File: config.mk
export PLATFORM = sky130hd
export DESIGN_NAME = csr_exec_unit
export DESIGN_NICKNAME = d
export VERILOG_FILES = /design/src/rtl/csr_exec_unit.sv
export SDC_FILE = /design/constraint.sdc
export NUM_CORES = 1
export LEC_CHECK = 0
export CAP_MARGIN = 20
export CORE_AREA = 2 2 202 204
export CTS_BUF_LIST = sky130_fd_sc_hd__clkbuf_2
export DETAILED_ROUTE_END_ITERATION = 8
export DIE_AREA = 0 0 204 206
export PLACE_DENSITY_LB_ADDON = 0.2
export SLEW_MARGIN = 20
export SYNTH_ARGS = -nofsm -noshare
export SYNTH_HDL_FRONTEND = slang
export SYNTH_SLANG_ARGS = --single-unit
File: constraint.sdc
create_clock -name clk -period 2.8 [get_ports clk]
set_input_delay 0.42 -clock clk [delete_from_list [all_inputs] [get_ports clk]]
set_output_delay 0.42 -clock clk [all_outputs]
set_load 0.005 [all_outputs]
File: src/rtl/csr_exec_unit.sv
// Machine-mode CSR sequencer: read, modify and commit CSRs; raise ECALL/MRET traps and redirects.
// Build option: define CSR_ILLEGAL_CHECK_EN to trap on illegal CSR accesses.
module csr_exec_unit #(
    parameter int XLEN   = 64,
    parameter int ADDR_W = 12
) (
    input  logic              clk,
    input  logic              reset,
    input  logic              in_valid,
    output logic              in_ready,
    input  logic [2:0]        in_funct3,
    input  logic              in_is_ecall,
    input  logic              in_is_mret,
    input  logic [ADDR_W-1:0] in_csr_addr,
    input  logic [4:0]        in_src_idx,
    input  logic [XLEN-1:0]   in_rs1_val,
    input  logic [4:0]        in_rd,
    input  logic [XLEN-1:0]   in_pc,
    output logic [ADDR_W-1:0] csr_addr_read,
    output logic [ADDR_W-1:0] csr_addr_write,
    output logic [XLEN-1:0]   csr_wdata,
    output logic              csr_we,
    input  logic [XLEN-1:0]   csr_rdata,
    output logic              trap_exception,
    output logic              trap_is_ecall,
    output logic              trap_is_mret,
    output logic              trap_illegal,
    input  logic [XLEN-1:0]   csr_next_pc,
    output logic              wb_valid,
    output logic [4:0]        wb_rd,
    output logic [XLEN-1:0]   wb_data,
    output logic              flush_valid,
    output logic [XLEN-1:0]   flush_pc
);

    typedef enum logic [2:0] {IDLE, READ, COMMIT, TRAP, FLUSH} state_t;

    state_t            state;
    logic [2:0]        funct3_q;
    logic [4:0]        src_q;
    logic [4:0]        rd_q;
    logic [XLEN-1:0]   rs1_q;
    logic [XLEN-1:0]   pc_q;
    logic [ADDR_W-1:0] addr_q;

    logic              we_q, wb_q, exc_q, ecall_q, mret_q, ill_q, flush_q;
    logic [ADDR_W-1:0] addr_r_q, addr_w_q;
    logic [XLEN-1:0]   wdata_q, old_q, flush_pc_q;
    logic [4:0]        wb_rd_q;

    logic [XLEN-1:0]   src;
    logic [XLEN-1:0]   new_val;
    logic              suppress;
    logic              illegal;

    assign src      = funct3_q[2] ? {{(XLEN-5){1'b0}}, src_q} : rs1_q;
    assign suppress = funct3_q[1] && (src_q == 5'd0);

    always_comb begin
        new_val = src;
        unique case (funct3_q[1:0])
            2'b10:   new_val = csr_rdata | src;
            2'b11:   new_val = csr_rdata & ~src;
            default: new_val = src;
        endcase
    end

`ifdef CSR_ILLEGAL_CHECK_EN
    logic implemented;

    always_comb begin
        implemented = 1'b0;
        case (addr_q)
            12'h300, 12'h305, 12'h344, 12'h304,
            12'h340, 12'h342, 12'h343, 12'h341,
            12'hB00, 12'hF14, 12'h180: implemented = 1'b1;
            default:                   implemented = 1'b0;
        endcase
    end

    assign illegal = (funct3_q[1:0] == 2'b00)
                  || ((addr_q[11:10] == 2'b11) && !suppress)
                  || !implemented;
`else
    assign illegal = 1'b0;
`endif

    always_ff @(posedge clk) begin
        if (reset) begin
            state      <= IDLE;
            funct3_q   <= '0;
            src_q      <= '0;
            rd_q       <= '0;
            rs1_q      <= '0;
            pc_q       <= '0;
            addr_q     <= '0;
            we_q       <= 1'b0;
            wb_q       <= 1'b0;
            exc_q      <= 1'b0;
            ecall_q    <= 1'b0;
            mret_q     <= 1'b0;
            ill_q      <= 1'b0;
            flush_q    <= 1'b0;
            addr_r_q   <= '0;
            addr_w_q   <= '0;
            wdata_q    <= '0;
            old_q      <= '0;
            flush_pc_q <= '0;
            wb_rd_q    <= '0;
        end else begin
            // Every strobe and its payload lives for exactly one cycle.
            we_q       <= 1'b0;
            wb_q       <= 1'b0;
            exc_q      <= 1'b0;
            ecall_q    <= 1'b0;
            mret_q     <= 1'b0;
            ill_q      <= 1'b0;
            flush_q    <= 1'b0;
            addr_r_q   <= '0;
            addr_w_q   <= '0;
            wdata_q    <= '0;
            old_q      <= '0;
            flush_pc_q <= '0;
            wb_rd_q    <= '0;
            unique case (state)
                IDLE: begin
                    if (in_valid) begin
                        funct3_q <= in_funct3;
                        src_q    <= in_src_idx;
                        rd_q     <= in_rd;
                        rs1_q    <= in_rs1_val;
                        pc_q     <= in_pc;
                        addr_q   <= in_csr_addr;
                        if (in_is_ecall || in_is_mret) begin
                            state   <= TRAP;
                            exc_q   <= in_is_ecall;
                            ecall_q <= in_is_ecall;
                            mret_q  <= in_is_mret && !in_is_ecall;
                        end else begin
                            state    <= READ;
                            addr_r_q <= in_csr_addr;
                        end
                    end
                end
                READ: begin
                    if (illegal) begin
                        state <= TRAP;
                        exc_q <= 1'b1;
                        ill_q <= 1'b1;
                    end else begin
                        state    <= COMMIT;
                        we_q     <= !suppress;
                        addr_w_q <= suppress ? '0 : addr_q;
                        wdata_q  <= suppress ? '0 : new_val;
                        wb_q     <= 1'b1;
                        wb_rd_q  <= rd_q;
                        old_q    <= csr_rdata;
                    end
                end
                COMMIT: begin
                    state      <= FLUSH;
                    flush_q    <= 1'b1;
                    flush_pc_q <= pc_q + XLEN'(4);
                end
                TRAP: begin
                    state      <= FLUSH;
                    flush_q    <= 1'b1;
                    flush_pc_q <= csr_next_pc;
                end
                FLUSH: state <= IDLE;
                default: state <= IDLE;
            endcase
        end
    end

    // Reset in mid-flight must cancel the strobe already on the wires.
    assign in_ready       = (state == IDLE) && !reset;
    assign csr_addr_read  = addr_r_q;
    assign csr_addr_write = addr_w_q;
    assign csr_wdata      = wdata_q;
    assign csr_we         = we_q && !reset;
    assign trap_exception = exc_q && !reset;
    assign trap_is_ecall  = ecall_q && !reset;
    assign trap_is_mret   = mret_q && !reset;
    assign trap_illegal   = ill_q && !reset;
    assign wb_valid       = wb_q && !reset;
    assign wb_rd          = wb_rd_q;
    assign wb_data        = old_q;
    assign flush_valid    = flush_q && !reset;
    assign flush_pc       = flush_pc_q;

endmodule

==> key figures, run 1 <==
Outcome
  • Outcome: finished, final reports clean

Route
  • Drt pass-1 iters: 5
  • Wire per inst: 17.59 um
  • Post-route ant nets: 0
  • Routed Wire Length: 54.84 mm
  • Via count: 15.36k
  • DR vias/cell: 4.927
  • DR DRC count: 0
  • Initial detailed-routing violation count: 718

Timing
  • RSZ-0062 raised after global routing: false
  • Final max-slew violation count: 0
  • Final setup vio count: 0
  • Total negative slack: 0 ns
  • Final Critical Period: 2.659 ns
  • Final Cycle Share: 94.97%
  • Final hold vios: 0
  • Worst slew pin tran: 0.9611 ns
  • Max Fclk: 0.3761 GHz
  • Max transition margin: 35.93%
  • Worst Skew: 0.04422 ns

Cells and area
  • End-of-flow core utilization: 59.48%
  • P&R area growth vs syn: 63.80%
  • Fraction of layout cells with a size suffix above 1: 7.880%
  • Fin nets: 2,792
  • Fillers: 3,503

Power and ir drop
  • Net Sw Frac: 28.37%
  • Pleak: 9.041 nW
  • Sw power: 0.003296 W
  • Comb power frac: 15.1%
  • Clock share of power: 34.7%
  • Seq pwr share: 50.2%
  • Pwr/cell area: 486.0 nW/um^2
  • Peak VDD IR: 0.2435 mV
  • Cell internal pwr: 0.008320 W

Clocking
  • Clock Sinks: 382
  • Post-CTS setup buffer count: 0
  • Clock latency on the worst-skew pair: 1.01 ns
  • Root buffer cell: clkbuf_2
  • CTS tree: yes
  • CTS buffer count: 98
  • H-tree level count: 3
  • Worst-path clk slew: 0.11 ns
  • Clock buffer depth: 3

Worst setup path
  • Crit path kind: reg -> out
  • RR Startpoint: pc_q[2]$_SDFFE_PP0P_
  • Crit path depth: 2
  • Crit path largest cell delay: 0.61 ns
  • Reg-to-reg endpoint: flush_pc[24]$_SDFF_PP0_
  • Worst path arrival time: 2.24 ns
  • CP Cell Sequence: nor2b_1, clkdlybuf4s50_1
  • Reg2reg setup slack: 0.39 ns
  • CP max FO: 2
  • Setup crit end: trap_exception
  • Worst Setup SP: ecall_q$_SDFF_PP0_
  • Req. time, crit path: 2.38 ns
  • Startpoint types: register
  • Slowest library cell on the worst path: clkdlybuf4s50_1
  • CP Buf/Inv Count: 1
  • Cell depth of the worst flop-to-flop path: 6
  • Kind of end point of the critical path: primary output
  • Largest delay share family, worst path: buffers and inverters

Logic synthesis
  • EDFF count, synth: 0
  • Seq cells post-synth: 382
  • Async SR Flop Fraction: 0%
  • Top_reg_cell synth: dfxtp_1
  • Synth Cell Area: 14,590 um^2
  • Post-Syn Area per Cell: 8.459 um^2
  • Largest cells by area after synthesis: dfxtp_1 (52%), nand2_1 (9.8%), a21oi_1 (7.3%)
  • Yosys top cell area share: 52.41%
  • Register area share after synthesis: 52.41%
  • Most frequent cell after synthesis: dfxtp_1
  • Synth Warn #: 0
  • Synth unique cells: 50
  • Synthesized instance count: 1,725
  • Synth cell count leaders: dfxtp_1 (382), nand2_1 (380), a21oi_1 (213), clkbuf_1 (120), and3_1 (91)
  • Leading area contributor after synthesis: dfxtp_1
  • Syn Nets: 2,012

Global routing
  • Number of global-route vias before repair: 15.25k
  • Gr ovfl total: 0
  • Initial antenna violation count: 10
  • GRT Total Usage: 25.22%
  • Largest net degree at the start of global routing: 110
  • First-pass GRT wire length: 82.87 mm

Hold path
  • Hold Path Class: in -> reg
  • Hold depth: 3

Die
  • Initial Util: 36.31%
  • CORE AREA: 40,180 um^2
  • IO Count: 515
  • Width of the die: 204 um
  • FP Rows: 74
  • Die Ht: 206 um
  • Die ar.: 42,020 um^2

Place
  • Hpwl dp: 36.63 mm
  • Gp weighted congestion: 0.8617
  • IO buf count: 513

Run
  • Max-Cap Viols: 0
==> kinds of logic (layout without fill, tap and decap cells) <==
| logic type | count (synthesis) | in the layout | synth area share, % |
|---|---|---|---|
| compound gates | 344 | 344 | 13.75 |
| xor+xnor | 39 | 39 | 2.341 |
| fa+ha+maj | 1 | 1 | 0.08573 |
| buf+inv | 207 | 1058 | 5.514 |
| flops | 382 | 382 | 52.41 |
| mux | 15 | 15 | 1.063 |
| other cells | 1 | 10 | 0.02570 |
| simple gates | 736 | 736 | 24.82 |
==> worst min path at each step <==
stage | to | slack [ns] | start
3_5_place_dp | funct3_q[0]$_SDFFE_PP0P_ | 0.44 | funct3_q[0]$_SDFFE_PP0P_
2_1_floorplan | funct3_q[0]$_SDFFE_PP0P_ | 0.43 | funct3_q[0]$_SDFFE_PP0P_
6_report | csr_wdata[5]$_SDFF_PP0_ | 0.11 | csr_rdata[5]
3_3_place_gp | rd_q[3]$_SDFFE_PP0P_ | 0.44 | rd_q[3]$_SDFFE_PP0P_
4_1_cts | csr_wdata[5]$_SDFF_PP0_ | 0.001 | csr_rdata[5]
5_1_grt | wb_data[5]$_SDFF_PP0_ | 0.06 | csr_rdata[5]
==> worst reg2reg max path, delay by kind of cell, from the launching register on <==
kind                       cells  cell delay (ns)
AOI/OAI and AO/OA              1             0.08
xor gates and xnor gates       1             0.16
adders and majority gates      1             0.24
DFF                            1             0.44
and+or+nand+nor                3             1.36
==> what timing repair did <==
item,4_1_cts,5_1_grt
hold endpoints to repair,347,0
pin swaps,0,0
endpoints found under the setup margin,1,1
hold buffers,278,0
gates resized for setup,1,1
==> power by group through the flow <==
stage | clock (W) | sequential [W] | combinational (W)
floorplan | 0 | 0.00590 | 0.000651
global placement | 0 | 0.00595 | 0.00140
detailed placement | 0 | 0.00596 | 0.00142
CTS | 0.00415 | 0.00583 | 0.00176
global route | 0.00444 | 0.00587 | 0.00191
finish | 0.00403 | 0.00583 | 0.00176
==> flip-flops by register name, summed over array words and instances (netlist names) <==
| register | flops |
|---|---|
| csr_wdata | 64 |
| flush_pc | 64 |
| pc_q | 64 |
| rs1_q | 64 |
| wb_data | 64 |
| addr_q | 12 |
| csr_addr_read | 12 |
| csr_addr_write | 12 |
| rd_q | 5 |
| src_q | 5 |
| wb_rd | 5 |
| funct3_q | 3 |
| state | 3 |
| ecall_q | 1 |
| flush_q | 1 |
| mret_q | 1 |
| wb_q | 1 |
| we_q | 1 |
==> area by class of cell <==
class | instances | area [um^2] | share of cell area [%]
Inverter | 69 | 259.0 | 1.084
Clock buffer | 139 | 695.7 | 2.911
Tap cell | 532 | 665.6 | 2.785
Timing Repair Buffer | 818 | 8199 | 34.31
Antenna cell | 9 | 22.52 | 0.09423
Clock inverter | 32 | 231.5 | 0.9685
Sequential cell | 382 | 7654 | 32.02
Multi-Input combinational cell | 1136 | 6173 | 25.83
==> cell usage in the layout (no fill, tap or decap), types with 63 or more instances in the layout <==
master / count
o211ai_1: 63
and3_1: 91
dlygate4sd3_1: 278
a21oi_1: 213
or3_1: 67
clkbuf_2: 139
nand2_1: 379
inv_1: 69
dfxtp_1: 379
clkdlybuf4s50_1: 511
==> through the flow <==
step | cell area [um^2] | total power [W] | hold WS (ns) | std cells | setup slack, ns
6_report | 23900 | 0.01162 | 0.1065 | 3117 | 0.1410
2_1_floorplan | 14590 | 0.006550 | 0.4317 | 1725 | 0.7809
3_3_place_gp | 20170 | 0.007347 | 0.4396 | 2659 | 0.4891
4_1_cts | 23870 | 0.01174 | 0.001119 | 3108 | 0.02513
5_1_grt | 23900 | 0.01222 | 0.05796 | 3115 | 0.06188
3_5_place_dp | 20170 | 0.007377 | 0.4427 | 2659 | 0.4022
==> routing by layer <==
layer | share of wire, % | track usage (%)
met1 | 40 | 28.03
met2 | 50 | 45.13
met3 | 7.3 | 6.764
met4 | 3.3 | 11.18
met5 | 0.042 | 0
Power figures use the tool's default switching activity.
==> run 2: changes to the inputs <==
--- a/config.mk
+++ b/config.mk
@@ -5,11 +5,12 @@
 export SDC_FILE = /design/constraint.sdc
 export NUM_CORES = 1
 export LEC_CHECK = 0
+export ABC_CLOCK_PERIOD_IN_PS = 2800
 export CAP_MARGIN = 20
-export CORE_AREA = 2 2 202 204
+export CORE_MARGIN = 2
+export CORE_UTILIZATION = 30
 export CTS_BUF_LIST = sky130_fd_sc_hd__clkbuf_2
 export DETAILED_ROUTE_END_ITERATION = 8
-export DIE_AREA = 0 0 204 206
 export PLACE_DENSITY_LB_ADDON = 0.2
 export SLEW_MARGIN = 20
 export SYNTH_ARGS = -nofsm -noshare
==> constraint.sdc (replaced) <==
create_clock -name clk -period 2.8 [get_ports clk]
set_input_delay 0.56 -clock clk [delete_from_list [all_inputs] [get_ports clk]]
set_output_delay 0.56 -clock clk [all_outputs]
set_load 0.005 [all_outputs]
==> key figures, run 2 (synthesized netlist as in run 1, its figures left out) <==
Outcome
  • Outcome: finished, final reports clean

Power and ir drop
  • Cell internal pwr: 0.008197 W (-1.5%)
  • Sw power: 0.003350 W (+1.7%)
  • Seq pwr share: 50.6% (+0.4 points)
  • Pwr/cell area: 482.4 nW/um^2 (-0.74%)
  • Clock share of power: 34.2% (-0.5 points)
  • Net Sw Frac: 29.01% (+0.64 points)
  • Pleak: 9.081 nW (+0.44%)
  • Peak VDD IR: 0.2322 mV (-4.6%)
  • Comb power frac: 15.2% (about the same)

Global routing
  • GRT Total Usage: 22.51% (-2.7 points)
  • Largest net degree at the start of global routing: 117 (+6.4%)
  • Gr ovfl total: 0 (unchanged)
  • First-pass GRT wire length: 88.15 mm (+6.4%)
  • Number of global-route vias before repair: 15.58k (+2.1%)
  • Initial antenna violation count: 5 (-5)

Die
  • FP Rows: 80 (+8.1%)
  • Width of the die: 224.5 um (+10%)
  • Initial Util: 30.50% (-5.8 points)
  • Die ar.: 50,420 um^2 (+20%)
  • IO Count: 515 (unchanged)
  • CORE AREA: 47,850 um^2 (+19%)
  • Die Ht: 224.5 um (+9.0%)

Clocking
  • CTS buffer count: 103 (+5.1%)
  • H-tree level count: 3 (unchanged)
  • Clock latency on the worst-skew pair: 1.10 ns (+0.09 ns)
  • CTS tree: yes
  • Clock Sinks: 382 (unchanged)
  • Clock buffer depth: 3 (unchanged)
  • Root buffer cell: clkbuf_2
  • Worst-path clk slew: 0.09 ns (-0.02 ns)

Route
  • Post-route ant nets: 0 (unchanged)
  • Metal2 WL: 28.76 mm (+5.2%)
  • DR vias/cell: 4.801 (-2.5%)
  • Wire per inst: 18.22 um (+3.6%)
  • Via count: 15.35k (-0.046%)
  • DR DRC count: 0 (unchanged)
  • Routed Wire Length: 58.26 mm (+6.2%)
  • Top layer in use: met5
  • Initial detailed-routing violation count: 792 (+10%)
  • Drt pass-1 iters: 5 (unchanged)
  • WL met1: 23.92 mm (+10%)
  • Detail Route met3 WL: 3.934 mm (-2.2%)

Timing
  • Final max-slew violation count: 0 (unchanged)
  • Max transition margin: 47.95% (+12 points)
  • Worst slew pin tran: 0.7807 ns (-0.1804 ns)
  • Final setup vio count: 0 (unchanged)
  • Max Fclk: 0.3740 GHz (-0.55%)
  • Worst Slack Setup Final: 0.1264 ns (-0.01461 ns)
  • RSZ-0062 raised after global routing: false
  • Worst Skew: 0.07589 ns (+0.03167 ns)
  • Final hold vios: 0 (unchanged)
  • Final Cycle Share: 95.49% (+0.52 points)
  • Total negative slack: 0 ns (unchanged)
  • Final Critical Period: 2.674 ns (+0.01461 ns)

Run
  • Max-Cap Viols: 0 (unchanged)

Place
  • Pre-CTS setup slack: 0.2680 ns (-0.1342 ns)
  • Gp weighted congestion: 0.8646 (+0.34%)
  • IO buf count: 513 (unchanged)
  • Hpwl dp: 39.53 mm (+7.9%)

Cells and area
  • Fin nets: 2,800 (+0.29%)
  • Commonest non-fill, non-tap cell in the layout: clkdlybuf4s50_1
  • P&R area growth vs syn: 64.05%
  • Most frequent cells in the layout: clkdlybuf4s50_1 (505), nand2_1 (379), dfxtp_1 (379), dlygate4sd3_1 (267), a21oi_1 (213)
  • Fraction of layout cells with a size suffix above 1: 9.038% (+1.2 points)

Worst setup path
  • Reg2reg setup slack: 0.35 ns (-0.04 ns)
  • RR Startpoint: pc_q[39]$_SDFFE_PP0P_
  • Crit path kind: in -> out
  • Worst Setup SP: reset
  • Startpoint types: input port
  • CP max FO: 37 (+35)
  • Req. time, crit path: 2.24 ns (-0.14 ns)
  • Kind of end point of the critical path: primary output
  • Cell depth of the worst flop-to-flop path: 6 (unchanged)
  • Reg-to-reg endpoint: flush_pc[59]$_SDFF_PP0_
  • Setup crit end: wb_valid
  • Worst path arrival time: 2.11 ns (-0.13 ns)

Hold path
  • Hold Path Class: in -> reg
  • Hold Crit Start: csr_next_pc[54]
run 2: layout make-up:
class | instances | area (um^2)
tap | 615 | 769.5
antenna | 4 | 10.01
inverter | 69 | 259.0
fill | 4551 | 23910
multi-input combinational | 1136 | 6191
clock inverter | 22 | 145.1
sequential | 382 | 7654
clock buffer | 148 | 740.7
timing repair buffer | 821 | 8169
run 2: worst min-delay path by stage:
stage / end / slack [ns] / cells past startpoint
after floorplan: funct3_q[0]$_SDFFE_PP0P_ / 0.43 / 2
after global placement: rd_q[2]$_SDFFE_PP0P_ / 0.44 / 2
after detailed placement: rd_q[2]$_SDFFE_PP0P_ / 0.44 / 2
after CTS: csr_wdata[4]$_SDFF_PP0_ / 0.004 / 3
after global routing: csr_wdata[60]$_SDFF_PP0_ / 0.06 / 3
final: flush_pc[54]$_SDFF_PP0_ / 0.19 / 3
run 2: per-layer routing:
layer / up-vias / track usage [%]
met4: 2 / 9.229
met1: 7203 / 25.80
met3: 102 / 6.035
li1: 7506 / -
met2: 536 / 39.60
met5: - / 0
run 2: timing repair:
| item | in CTS | in global routing |
|---|---|---|
| setup endpoints to repair | 7 | 0 |
| resized for setup | 17 | 0 |
| setup buffers | 1 | 0 |
| hold endpoints to repair | 325 | 0 |
| hold buffers | 267 | 0 |
run 2: metrics by stage:
step / hold slack, ns / power (W) / utilization [%] / cells / area (um^2)
after floorplan: 0.4317 / 0.006550 / - / 1725 / 14590
after global placement: 0.4390 / 0.007378 / 42.54 / 2755 / 20350
after detailed placement: 0.4432 / 0.007398 / 42.54 / 2755 / 20350
after CTS: 0.003907 / 0.01172 / 50.01 / 3193 / 23930
after global routing: 0.05672 / 0.01219 / 50.03 / 3196 / 23940
final: 0.1929 / 0.01155 / 50.03 / 3197 / 23940
run 2: power by group through the flow:
stage | registers (W) | clock network, W | logic (W)
2_1_floorplan | 0.00590 | 0 | 0.000651
3_3_place_gp | 0.00596 | 0 | 0.00142
3_5_place_dp | 0.00597 | 0 | 0.00143
4_1_cts | 0.00584 | 0.00412 | 0.00176
5_1_grt | 0.00588 | 0.00441 | 0.00191
6_report | 0.00584 | 0.00395 | 0.00176
run 2: critical path, stage by stage:
cell and delay [ns]:
dlygate4sd3_1 0.55, buf_6 0.19, buf_4 0.41, nor2b_1 0.08, dlygate4sd2_1 0.32
